--- src/rtl/cpu_pkg.sv ---
// Shared CPU datapath constants: data/address widths and status-flag bit positions.
package cpu_pkg;

  localparam int WIDTH    = 32;
  localparam int NUM_REGS = 32;
  localparam int ADDR_W   = $clog2(NUM_REGS);

  localparam int FLAG_C = 3;
  localparam int FLAG_Z = 2;
  localparam int FLAG_S = 1;
  localparam int FLAG_V = 0;

  typedef logic [3:0] flags_t;

endpackage

--- src/rtl/flag_reg.sv ---
// Status-flag register: loads {carry, zero, sign, overflow} when enabled, async clear.
module flag_reg
  import cpu_pkg::*;
(
  input  logic   clk,
  input  logic   rst,
  input  logic   en,
  input  flags_t flags_d,
  output flags_t flags_q
);

  flags_t flags_r_q;

  always_ff @(posedge clk or posedge rst) begin
    if (rst) begin
      flags_r_q <= '0;
    end else if (en) begin
      flags_r_q[FLAG_C] <= flags_d[FLAG_C];
      flags_r_q[FLAG_Z] <= flags_d[FLAG_Z];
      flags_r_q[FLAG_S] <= flags_d[FLAG_S];
      flags_r_q[FLAG_V] <= flags_d[FLAG_V];
    end
  end

  assign flags_q = flags_r_q;

endmodule

--- src/rtl/register_bank.sv ---
// General-purpose register file with two combinational read ports, optional
// write-to-read bypass and hard-wired zero register, plus the flag register.
module register_bank
  import cpu_pkg::*;
#(
  parameter int WIDTH    = cpu_pkg::WIDTH,
  parameter int NUM_REGS = cpu_pkg::NUM_REGS,
  parameter int ADDR_W   = $clog2(NUM_REGS),
  parameter int ZERO_REG = 1,
  parameter int BYPASS   = 1
) (
  input  logic              clk,
  input  logic              rst,
  input  logic [ADDR_W-1:0] rd_addr_a,
  input  logic [ADDR_W-1:0] rd_addr_b,
  output logic [WIDTH-1:0]  rd_data_a,
  output logic [WIDTH-1:0]  rd_data_b,
  output logic [4:0]        shamt_b,
  input  logic              wr_en,
  input  logic [ADDR_W-1:0] wr_addr,
  input  logic [WIDTH-1:0]  wr_data,
  input  logic              flag_en,
  input  logic [3:0]        flags_in,
  output logic [3:0]        flags
);

  logic [WIDTH-1:0] regs_q [NUM_REGS];
  logic             wr_ok;
  logic             zero_a, zero_b;
  logic             byp_a, byp_b;

  assign wr_ok = wr_en && !((ZERO_REG != 0) && (wr_addr == '0));

  always_ff @(posedge clk or posedge rst) begin
    if (rst) begin
      for (int i = 0; i < NUM_REGS; i++) begin
        regs_q[i] <= '0;
      end
    end else if (wr_ok) begin
      regs_q[wr_addr] <= wr_data;
    end
  end

  // A bypass never fires for the zero register because wr_ok excludes it.
  always_comb begin
    zero_a = (ZERO_REG != 0) && (rd_addr_a == '0);
    zero_b = (ZERO_REG != 0) && (rd_addr_b == '0);
    byp_a  = (BYPASS != 0) && wr_ok && (wr_addr == rd_addr_a);
    byp_b  = (BYPASS != 0) && wr_ok && (wr_addr == rd_addr_b);

    if (byp_a)       rd_data_a = wr_data;
    else if (zero_a) rd_data_a = '0;
    else             rd_data_a = regs_q[rd_addr_a];

    if (byp_b)       rd_data_b = wr_data;
    else if (zero_b) rd_data_b = '0;
    else             rd_data_b = regs_q[rd_addr_b];
  end

  assign shamt_b = rd_data_b[4:0];

  flag_reg u_flag_reg (
    .clk     (clk),
    .rst     (rst),
    .en      (flag_en),
    .flags_d (flags_in),
    .flags_q (flags)
  );

endmodule
--- config.mk ---
export PLATFORM = sky130hd
export DESIGN_NAME = register_bank
export DESIGN_NICKNAME = d
export VERILOG_FILES = /design/src/rtl/cpu_pkg.sv /design/src/rtl/flag_reg.sv /design/src/rtl/register_bank.sv
export SDC_FILE = /design/constraint.sdc
export NUM_CORES = 2
export LEC_CHECK = 0
export BUFFER_PORTS_ARGS = -buffer_cell sky130_fd_sc_hd__clkbuf_2
export CAP_MARGIN = 20
export CELL_PAD_IN_SITES_DETAIL_PLACEMENT = 1
export CELL_PAD_IN_SITES_GLOBAL_PLACEMENT = 2
export CORE_ASPECT_RATIO = 0.7
export CORE_UTILIZATION = 51
export CTS_BUF_LIST = sky130_fd_sc_hd__clkbuf_8
export DETAILED_ROUTE_END_ITERATION = 16
export PLACE_DENSITY_LB_ADDON = 0.1
export SETUP_SLACK_MARGIN = 0.02
export SYNTH_ARGS = -nofsm -noshare
export SYNTH_HDL_FRONTEND = slang
export SYNTH_SLANG_ARGS = --single-unit
--- constraint.sdc ---
create_clock -name clk -period 95.3 [get_ports clk]
set_input_delay 4.765 -clock clk [delete_from_list [all_inputs] [get_ports clk]]
set_output_delay 4.765 -clock clk [all_outputs]
set_load 0.01 [all_outputs]
==> out/results.tsv <==
metric	value	unit
hold crit path type	reg2reg	
Final Hold Slack	0.4043	ns
share of flip-flops with an asynchronous set or reset	1.000	
Syn Inst Count	3935	
total track usage	0.3746	
worst setup path startpoint	rd_addr_b[0]	
TritonRoute pass-1 iters	5	
GPL Wtd Cong	0.8612	
kind of critical path	in2out	
clock-pin slew on the worst setup and hold paths	0.05	ns
hold_buf cts	0	
final instance area	60200	um^2
CP Cell Sequence	buf_8 > buf_4 > buf_12 > buf_4 > mux4_2 > mux2_2 > a221o_1 > a32o_1 > clkbuf_2	
Synth Flop Type	dfrtp_1	
layout cells sized above 1	0.4743	
r2r endpoint	regs_q[482]	
Worst EP arrival	9.50	ns
Final HPWL DP	114200	um
Post-CTS Setup Bufs	0	
Routed WL	203900	um
Critical R2R Launch	regs_q[482]	
# IOs	128	
R2R Setup Slk	94.46	ns
max incr delay on CP	0.90	ns
Cell Area, Synth	55280	um^2
grt ovf	0	
PnR Total Power	1.246	mW
P per Cell Area	20.70	nW/um^2
VDD IR max	0.00001530	V
Worst EP required	90.53	ns
post-layout min period	14.26	ns
total CTS buffers	168	
YS warnings	0	
Filler cells	10068	
clk_skew	0	ns
DP Area	56690	um^2
Worst-Margin Slew	1.265	ns
multi-input combinational cell area	27750	um^2
drt wl/cell	37.54	um
core region area	106900	um^2
Vias/cell	7.077	
R2R cell count	1	
CTS H-tree lvls	4	
dpl cells	5125	
initial core utilization	0.5174	
Die Y	277.5	um
DRT iter0 DRCs	3783	
Worst setup EP type	output pin	
post-cts resize count	0	
post-synthesis net count	3990	
clk_lat worst skew	0.87	ns
synth cell count leaders	mux2_2 (1058), dfrtp_1 (1028), mux2i_1 (393)	
worst-path fanout max	87	
# DRC	0	
Layout area overhead	8.892	%
sequential fraction of the synthesis area	0.4653	
CTS sink cnt	1028	
leakage power	26.95	nW
RSZ-0062 raised after global routing	false	
number of global-route vias before repair	41051	
Avg Cell Area, Syn	14.05	um^2
#FFs+latches synth	1028	
die width	395.5	um
Setup TNS	0	ns
antenna violations before repair	14	
Port-buffer cells	127	
DR vias	38444	
global-route wire length before repair	299000	um
status	finished, final reports clean	
row count	100	
Fmax achieved	70.10	MHz
Slowest cell on crit path	buf_4	
Critical Path Sink	rd_data_b[31]	
Final Setup Violations	0	
Yosys top cell area share	0.4653	
number of flops mapped to enable cells by yosys	0	
Non-Filler Instances	5432	
largest net degree at the start of global routing	152	
Crit path top cell by count	buf_4	
top cell type by total area after synthesis	dfrtp_1	
deepest clock path buffer count	3	
Synth area leaders	dfrtp_1 (47%), mux2_2 (22%), mux4_2 (13%)	
fin crit share	0.1497	
Final Max Slew Viols	0	
library cells used by synthesis	46	
root cell of the clock tree	clkbuf_8	
post-route ant nets	0	
Fin. Hold Viols	0	
CP startpoint kind	input port	
top-count cell post-synth	mux2_2	
sequential cell area	25720	um^2
Max Cap Viol	0	
CTS tree	done	
die area	109700	um^2
NumNets Final	3926	
Max-Slew Margin vs Limit	0.1567	
## stage by stage
| stage | setup slack, ns | utilization |
|---|---|---|
| finish | 81.04 | 0.5634 |
| global route | 80.80 | 0.5633 |
| CTS | 81.07 | 0.5623 |
| detailed placement | 81.07 | 0.5306 |
| global placement | 81.14 | 0.5304 |
| floorplan | 61.61 | - |
## how the worst min path moves through the flow
stage | start | endpoint | slack [ns] | cells past startpoint
global route | regs_q[1020] | regs_q[1020] | 0.41 | 0
finish | regs_q[995] | regs_q[995] | 0.40 | 0
CTS | regs_q[1004] | regs_q[1004] | 0.40 | 0
floorplan | regs_q[1002] | regs_q[1002] | 0.44 | 1
global placement | regs_q[1021] | regs_q[1021] | 0.38 | 0
detailed placement | regs_q[1006] | regs_q[1006] | 0.38 | 0
## area by class of cell
class | instances | area share
multi-input combinational | 2452 | 0.4610
timing repair buffer | 219 | 0.02532
inverter | 2 | 0.0002494
antenna | 4 | 0.0001663
clock buffer | 214 | 0.04893
sequential | 1028 | 0.4273
tap | 1428 | 0.02968
clock inverter | 85 | 0.007295
## cell usage in the layout (no fill, tap or decap), types with 37 or more instances in the layout
cell,count
clkbuf_8,214
clkbuf_2,118
o22ai_1,37
o221ai_1,59
inv_1,54
a21oi_1,82
dfrtp_1,1028
a22oi_1,103
a32o_1,57
buf_4,84
nand2_1,105
nand3_1,38
mux2i_1,393
mux2_2,1058
mux4_2,320
## per-layer routing
metal  vias up  wire [um]  global-route usage
met5         -         92                   0
met4        14       8910              0.1656
met3       550      18760             0.09522
met2      1974      89660              0.5425
met1     20918      86510              0.5329
li1      14988          -                   -
## registers in the layout, indices dropped and copies added, names as in the netlist
name,cells
regs_q,1024
u_flag_reg.flags_q,4
## critical path, delay by kind of cell
family,cells,cell delay (ns)
AOI/OAI and AO/OA,2,0.65
buffers and inverters,5,2.79
muxes,2,0.87
## power breakdown
group | switching, mW | total [mW] | internal (mW)
clock network | 0.190 | 0.396 | 0.206
registers | 0.0692 | 0.588 | 0.519
logic | 0.116 | 0.262 | 0.146
## cells by family (layout without fill, tap and decap cells)
group                  after synthesis  in the layout  synth area share
buffers and inverters              455            520           0.03687
flip-flops                        1028           1028            0.4653
XOR/XNOR                            10             10          0.001584
other                                0              4                 0
multiplexers                      1771           1771            0.4170
AND/OR/NAND/NOR                    247            247           0.02055
AO/OA/AOI/OAI                      424            424           0.05864
Note: power is estimated with default switching activity, not from simulation.
